==> src/rtl/tt_um_ejemplo_sumador_1bit.sv <==
// Tiny Tapeout tile: a 1-bit full adder exposed combinationally, wrapped by a
// serial-adder datapath (carry register, 8-bit sum shift register, step counter).

module tt_um_ejemplo_sumador_1bit_fa (
    input  logic a,
    input  logic b,
    input  logic cin,
    output logic sum,
    output logic cout
);

    assign sum  = a ^ b ^ cin;
    assign cout = (a & b) | (a & cin) | (b & cin);

endmodule

module tt_um_ejemplo_sumador_1bit (
    input  logic       clk,
    input  logic       rst_n,
    input  logic       ena,
    input  logic [7:0] ui_in,
    output logic [7:0] uo_out,
    input  logic [7:0] uio_in,
    output logic [7:0] uio_out,
    output logic [7:0] uio_oe
);

    logic       a;
    logic       b;
    logic       cin_ext;
    logic       step;
    logic       use_carry;
    logic       clr;

    logic       cin_eff;
    logic       sum;
    logic       cout;

    logic       carry_q;
    logic [7:0] sum_sr_q;
    logic [3:0] cnt_q;

    logic       unused_bits;

    assign a         = ui_in[0];
    assign b         = ui_in[1];
    assign cin_ext   = ui_in[2];
    assign step      = ui_in[3];
    assign use_carry = ui_in[4];
    assign clr       = ui_in[5];

    assign unused_bits = &{1'b0, ui_in[7:6], uio_in};

    // The carry-in comes from the register while chaining bits, otherwise from the pin.
    assign cin_eff = use_carry ? carry_q : cin_ext;

    tt_um_ejemplo_sumador_1bit_fa u_fa (
        .a    (a),
        .b    (b),
        .cin  (cin_eff),
        .sum  (sum),
        .cout (cout)
    );

    // rst_n is active-high here despite its name: 1 clears, 0 runs.
    always_ff @(posedge clk) begin
        if (rst_n) begin
            carry_q  <= 1'b0;
            sum_sr_q <= 8'h00;
            cnt_q    <= 4'h0;
        end else if (ena) begin
            if (clr) begin
                carry_q  <= 1'b0;
                sum_sr_q <= 8'h00;
                cnt_q    <= 4'h0;
            end else if (step) begin
                carry_q  <= cout;
                sum_sr_q <= {sum, sum_sr_q[7:1]};
                cnt_q    <= cnt_q + 4'd1;
            end
        end
    end

    assign uo_out  = {1'b0, cnt_q, carry_q, cout, sum};
    assign uio_out = sum_sr_q;
    assign uio_oe  = 8'hFF;

endmodule

==> config.mk <==
export PLATFORM = sky130hd
export DESIGN_NAME = tt_um_ejemplo_sumador_1bit
export DESIGN_NICKNAME = d
export VERILOG_FILES = /design/src/rtl/tt_um_ejemplo_sumador_1bit.sv
export SDC_FILE = /design/constraint.sdc
export NUM_CORES = 1
export LEC_CHECK = 0
export BUFFER_PORTS_ARGS = -buffer_cell sky130_fd_sc_hd__buf_2
export CORE_MARGIN = 3
export CORE_UTILIZATION = 36
export CTS_CLUSTER_DIAMETER = 40
export DETAILED_ROUTE_END_ITERATION = 10
export PLACE_DENSITY = 0.84
export SYNTH_ARGS = -nofsm -noshare
export SYNTH_HDL_FRONTEND = slang
export SYNTH_HIERARCHICAL = 1
export SYNTH_SLANG_ARGS = --single-unit
==> constraint.sdc <==
create_clock -name clk -period 1.4 [get_ports clk]
set_clock_uncertainty 0.2 [all_clocks]
set_input_delay 0.14 -clock clk [delete_from_list [all_inputs] [get_ports clk]]
set_output_delay 0.14 -clock clk [all_outputs]
set_load 0.01 [all_outputs]
==> impl_metrics.py, run 1 <==
metrics = {
    "cells_and_area": {
        "layout.cell_area.non_filler_um2": 751,
        "syn_to_final_growth_pct": 17.9,
        "nFillCells": 170,
        "final_common_cell": "buf_2",
        "layout.nets": 113,
        "n_antenna_cell": 0,
        "final_cell_mix": "buf_2 (23), nor2_1 (11), dfxtp_1 (11)",
        "drive_gt1_share_pct": 37.4,
        "fin_util_pct": 47.6,
        "stdcell_count": 107,
    },
    "setup_path": {
        "critPathSlowestCell": "fa_1",
        "path_cells": "mux2_4 -> fa_1 -> buf_2",
        "crit_type": "register to output pin",
        "cpPeakStageDelay_ns": 0.50,
        "start_kind": "register",
        "crit_path_end_kind": "output pin",
        "crit_fanout": 2,
        "crit_required_ns": 1.06,
        "arrival_ns": 1.49,
    },
    "placement": {
        "placed_cells": 101,
        "io_buffers": 23,
        "place_area_um2": 699,
        "place_ws_ns": -0.142,
        "dp_hpwl_um": 999,
        "place.gp.congestion": 0.798,
    },
    "power_and_ir_drop": {
        "pwr_density_cell_mw_per_mm2": 930,
        "vdd_ir_drop_max_mv": 0.584,
        "p_leak_nw": 0.364,
    },
    "timing": {
        "setup_viol": 4,
        "rsz0062_at_grt": "yes",
        "worst_pin_slew_ns": 0.802,
        "fmax_mhz": 547,
        "post-route-min-period_ns": 1.83,
        "hold_slack_ns": 0.0465,
        "maxSlewViolCount": 0,
        "finalCritPeriodShare_pct": 131,
        "maxSlewHeadroom_pct": 46.2,
        "setup_slack_ns": -0.429,
        "finalHoldViolations": 0,
    },
    "route": {
        "drtIter0Drc": 12,
        "drt_wl_total_um": 1370,
        "drcViolationCount": 0,
        "wire_per_inst_um": 12.8,
        "dr.pass1.iters": 4,
        "viasPerCell": 5.19,
        "postRouteAntennaNets": 0,
        "via_count": 555,
    },
    "yosys": {
        "synth_largest_area_cell": "dfxtp_1",
        "ys_warn_count": 6,
        "avgSynthCellArea_um2": 9.23,
        "synthCells": 69,
        "netlist.area_leader.share_pct": 40.9,
        "ys_types": 22,
        "syn-cell-area_um2": 637,
        "synthTopCellsByArea": "dfxtp_1 (41%), buf_4 (14%), a22oi_1 (12%), nor2_1 (6.5%), fa_1 (3.1%)",
        "synth-seq-cells": 13,
        "ys_seq_area_share_pct": 40.9,
    },
    "grt": {
        "grt_pass1_wl_um": 2060,
        "grt_max_degree": 14,
        "grt-ovfl-total": 0,
        "antenna_found_initial": 0,
        "track_usage_pct": 13.1,
        "grt_pass1_vias": 464,
    },
    "outcome": {
        "status": "complete, but fails checks",
        "violations": "setup timing",
    },
    "clock_network": {
        "tritoncts": "done",
        "clock_path_buffers": 2,
        "htreeDepth": 1,
        "clock_sinks": 13,
        "insertion_delay_ns": 0.27,
        "cts-root-buf": "clkbuf_4",
        "cts_buffers": 3,
        "path_clk_slew_ns": 0.08,
    },
    "floorplan": {
        "coreArea_mm2": 0.00158,
        "die_w_um": 48.1,
        "rows": 14,
        "initial_core_util_pct": 40.4,
        "boundaryPins": 43,
        "die_h_um": 48.1,
        "dieArea_mm2": 0.00231,
    },
    "hold_path": {
        "hp-class": "primary input to register",
    },
    "flow_run": {
        "drv.max_cap_violation_count": 0,
    },
}
registers in the layout, indices dropped and copies added (netlist names):
name     count
cnt_q        4
uio_out      8
carry_q      1
synthesized netlist by cell type (all sizes together):
cell type,count
buf,14
dfxtp,13
nor2,11
a22oi,10
a21oi,3
o21ai,3
conb,2
or3,2
a41oi,1
and3b,1
clkbuf,1
fa,1
ha,1
inv,1
mux2,1
mux2i,1
nand2,1
nand2b,1
nand4,1
report_power, final:
| group | total [W] | switching [W] | internal [W] |
|---|---|---|---|
| logic | 0.0000914 | 0.0000563 | 0.0000351 |
| registers | 0.000375 | 0.00000227 | 0.000373 |
| clock network | 0.000232 | 0.000122 | 0.000110 |
| total | 0.000699 | 0.000180 | 0.000518 |
what timing repair did:
action | 4_1_cts | 5_1_grt
setup endpoints to repair | 4 | 5
hold buffers | 1 | 0
gates cloned | 0 | 0
buffers inserted | 1 | 0
gates resized for setup | 1 | 2
hold endpoints to repair | 5 | 0
pin swaps | 1 | 0
worst paths after layout:
path	from	endpoint	slack, ns	cells after the start
setup / recovery	carry_q	uo_out[0]	-0.43	3
hold / removal	ui_in[3]	cnt_q[2]	0.05	4
setup reg to reg	carry_q	uio_out[7]	-0.16	4
hold reg to reg	cnt_q[3]	cnt_q[3]	0.31	2
through the flow:
stage	power (W)	TNS (ns)
5_1_grt	0.000735	-1.25
6_report	0.000699	-1.02
4_1_cts	0.000705	-1.00
2_1_floorplan	0.000466	-0.262
3_3_place_gp	0.000466	-0.391
3_5_place_dp	0.000469	-0.847
critical path, delay by kind of cell (launching register included):
family | cells | cell delay [ns]
adder cells (fa/ha/maj) | 1 | 0.50
flip-flops | 1 | 0.33
multiplexers | 1 | 0.26
buffers and inverters | 1 | 0.13
cells by family after synthesis:
group	Yosys count	share of synthesized area [%]
AO/OA/AOI/OAI	17	17.9
other	2	1.18
buffers and inverters	16	17.9
AND/OR/NAND/NOR	17	13.8
multiplexers	2	3.34
flip-flops	13	40.9
adder cells (fa/ha/maj)	2	5.11
final cells by class:
cell class / instances / area [µm²] / area share, %
Clock buffer: 4 / 26.3 / 3.50
Inverter: 1 / 3.75 / 0.500
Multi-Input combinational cell: 47 / 298 / 39.7
Sequential cell: 13 / 263 / 35.0
Tap cell: 16 / 20.0 / 2.67
Timing Repair Buffer: 26 / 140 / 18.7
metal layers:
layer / track usage [%] / up-vias / share of wire, % / wire [µm]
li1: - / 267 / - / -
met1: 16.2 / 254 / 44 / 609
met2: 20.6 / 32 / 46 / 636
met3: 5.64 / 2 / 8.8 / 121
met4: 3.76 / 0 / 0.44 / 6
met5: 0 / - / 0 / 0
Note: power is estimated with default switching activity, not from simulation.
==> run 2: changes to the inputs <==
--- a/config.mk
+++ b/config.mk
@@ -5,12 +5,16 @@
 export SDC_FILE = /design/constraint.sdc
 export NUM_CORES = 1
 export LEC_CHECK = 0
+export ABC_AREA = 1
 export BUFFER_PORTS_ARGS = -buffer_cell sky130_fd_sc_hd__buf_2
+export CELL_PAD_IN_SITES_DETAIL_PLACEMENT = 1
+export CELL_PAD_IN_SITES_GLOBAL_PLACEMENT = 1
+export CORE_ASPECT_RATIO = 0.5
 export CORE_MARGIN = 3
-export CORE_UTILIZATION = 36
+export CORE_UTILIZATION = 24
 export CTS_CLUSTER_DIAMETER = 40
 export DETAILED_ROUTE_END_ITERATION = 10
-export PLACE_DENSITY = 0.84
+export PLACE_DENSITY = 0.83
 export SYNTH_ARGS = -nofsm -noshare
 export SYNTH_HDL_FRONTEND = slang
 export SYNTH_HIERARCHICAL = 1
==> run 2 against run 1 <==
Net effect: the flow still finishes with violations (setup timing); synthesized area increased by 0.98%; maximum frequency up 9.7%; hold slack improved by 0.067 ns; wire length grew 27%; sequential share of layout area fell by 4.1 points; utilization is 12 points lower; register-to-register slack hardly changed; sequential power is 9.9% higher.
==> impl_metrics.py, run 2 <==
metrics = {
    "yosys": {
        "synth-edff-count": 0,
        "ys_warn_count": 6,
        "ys_types": 17,
        "synthCells": 82,
        "async_flop_share_pct": 0,
        "muxShareOfSynthArea_pct": 0,
        "synth-simple-area-share_pct": 19.5,
        "avgSynthCellArea_um2": 7.84,
        "synth_top_family_by_area": "buffers and inverters",
        "synth_most_common_cell": "nor2_1",
        "ys_seq_area_share_pct": 40.5,
        "synth_compound_area_share_pct": 14.4,
        "synth_common_cells": "nor2_1 (22), buf_4 (13), dfxtp_1 (13)",
        "synth_adder_area_share_pct": 5.06,
        "synthTopCellsByArea": "dfxtp_1 (40%), buf_4 (15%), nor2_1 (13%), o21ai_1 (7.0%), a21oi_1 (3.1%)",
        "netlist.area_leader.share_pct": 40.5,
        "synth-seq-cells": 13,
        "synth_largest_area_cell": "dfxtp_1",
        "syn-cell-area_um2": 643,
        "synth_xor_xnor_area_share_pct": 0,
        "ys_dominant_reg_cell": "dfxtp_1",
    },
    "power_and_ir_drop": {
        "vdd_ir_drop_max_mv": 0.339,
        "pwr_density_cell_mw_per_mm2": 1130,
        "p_leak_nw": 0.425,
    },
    "setup_path": {
        "critPathLaunch": "carry_q",
        "critPathBufInv": 2,
        "crit_family": "adder cells",
        "cpPeakStageDelay_ns": 0.43,
        "crit_type": "register to output pin",
        "r2r_start": "carry_q",
        "path_cells": "inv_2 -> a21oi_2 -> fa_1 -> buf_2",
        "start_kind": "register",
        "crit_fanout": 2,
        "crit_path_end_kind": "output pin",
        "arrival_ns": 1.33,
        "crit_required_ns": 1.06,
        "critPathSlowestCell": "fa_1",
        "rrSetupSlack_ns": -0.16,
    },
    "timing": {
        "setup_viol": 3,
        "fmax_mhz": 600,
        "finalHoldViolations": 0,
        "tns_ns": -0.572,
        "rsz0062_at_grt": "yes",
        "finalCritPeriodShare_pct": 119,
        "maxSlewViolCount": 0,
        "hold_slack_ns": 0.114,
        "setup_slack_ns": -0.266,
        "post-route-min-period_ns": 1.67,
    },
    "grt": {
        "grt_max_degree": 15,
        "grt_pass1_vias": 605,
        "grt_pass1_wl_um": 2700,
        "track_usage_pct": 10.3,
        "grt-ovfl-total": 0,
        "antenna_found_initial": 0,
    },
    "placement": {
        "io_buffers": 23,
        "place_ws_ns": -0.0835,
        "dp_hpwl_um": 1130,
        "place.gp.congestion": 0.676,
    },
    "clock_network": {
        "clock_path_buffers": 2,
        "path_clk_slew_ns": 0.06,
        "cts-root-buf": "clkbuf_8",
        "clock_sinks": 13,
        "htreeDepth": 1,
        "tritoncts": "done",
        "insertion_delay_ns": 0.24,
        "cts_buffers": 3,
    },
    "floorplan": {
        "coreArea_mm2": 0.00237,
        "boundaryPins": 43,
        "die_w_um": 79.2,
        "die_h_um": 42.6,
        "initial_core_util_pct": 27.1,
        "dieArea_mm2": 0.00337,
        "rows": 12,
    },
    "outcome": {
        "violations": "setup timing",
        "status": "complete, but fails checks",
    },
    "route": {
        "viasPerCell": 4.04,
        "via_count": 586,
        "drcViolationCount": 0,
        "wire_per_inst_um": 12.1,
        "dr.pass1.iters": 2,
        "drtIter0Drc": 22,
        "postRouteAntennaNets": 0,
        "drt_wl_total_um": 1750,
    },
    "cells_and_area": {
        "seqCellArea_um2": 262,
        "largest_reg_flops": 8,
        "layout.nets": 132,
        "n_antenna_cell": 0,
        "syn_to_final_growth_pct": 31.5,
        "nFillCells": 315,
        "final_common_cell": "buf_2",
        "final_cell_mix": "buf_2 (23), nor2_1 (22), dfxtp_1 (12)",
        "multi_input_comb_area_um2": 292,
        "drive_gt1_share_pct": 36.4,
    },
    "hold_path": {
        "hp-class": "primary input to register",
        "holdCritStartpoint": "rst_n",
    },
    "flow_run": {
        "drv.max_cap_violation_count": 0,
    },
}
-- run 2: cell count changes in the layout (fill, tap and decap cells not counted), moves of 4 or more --
cell / change
buf_4: +4
o21ai_1: +8
nor2_1: +11
a22oi_1: -9
-- run 2: kinds of logic (layout without fill, tap and decap cells) --
| family | after synthesis | in the layout |
|---|---|---|
| flops | 13 | 13 |
| compound gates | 17 | 17 |
| buf+inv | 18 | 39 |
| fa+ha+maj | 2 | 2 |
| other cells | 2 | 9 |
| simple gates | 30 | 30 |
-- run 2: metrics by stage --
stage | cells | cell area, µm² | total power, W | util, %
after global routing | 145 | 846 | 0.00101 | 35.7
after detailed placement | 135 | 742 | 0.000588 | 31.3
after floorplan | 89 | 674 | 0.000556 | -
after CTS | 144 | 836 | 0.000957 | 35.2
after global placement | 135 | 742 | 0.000581 | 31.3
final | 145 | 846 | 0.000957 | 35.7
-- run 2: area by class of cell --
class                      count  area share (%)
multi-input combinational     58            34.5
sequential                    13            30.9
timing repair buffer          32            22.8
inverter                       3            1.33
tap                           35            5.18
clock buffer                   4            5.33
-- run 2: worst register-to-register path, delay by kind of cell, from the launching register on --
family	cells	cell delay, ns
DFF	1	0.34
adders and majority gates	1	0.43
and+or+nand+nor	1	0.06
AOI/OAI and AO/OA	2	0.24
buffers and inverters	2	0.19
-- run 2: metal layers --
metal / GRT usage (%) / part of all wire [%]
met1: 9.94 / 40
met2: 19.4 / 52
met3: 4.72 / 5.0
met4: 3.77 / 2.8
met5: 0 / 0
-- run 2: power breakdown --
| part | leakage (nW) | total [W] | switching (W) | internal [W] |
|---|---|---|---|---|
| clock | 0.0228 | 0.000346 | 0.000144 | 0.000201 |
| sequential | 0.107 | 0.000412 | 0.0000174 | 0.000395 |
| combinational | 0.295 | 0.000199 | 0.000114 | 0.0000848 |
-- run 2: what timing repair did --
action                                  4_1_cts  5_1_grt
endpoints found under the hold margin         3        0
hold buffers                                  3        0
gates resized for setup                       1        2
buffers inserted                              2        1
pin swaps                                     3        2
endpoints found under the setup margin        3        4
gates cloned                                  0        0
-- run 2: final timing paths --
kind	endpoint	depth (start not counted)
worst max register to register	uio_out[7]	6
worst min-delay path	cnt_q[2]	5
worst min register to register	uio_out[0]	2
worst max-delay path	uo_out[0]	4
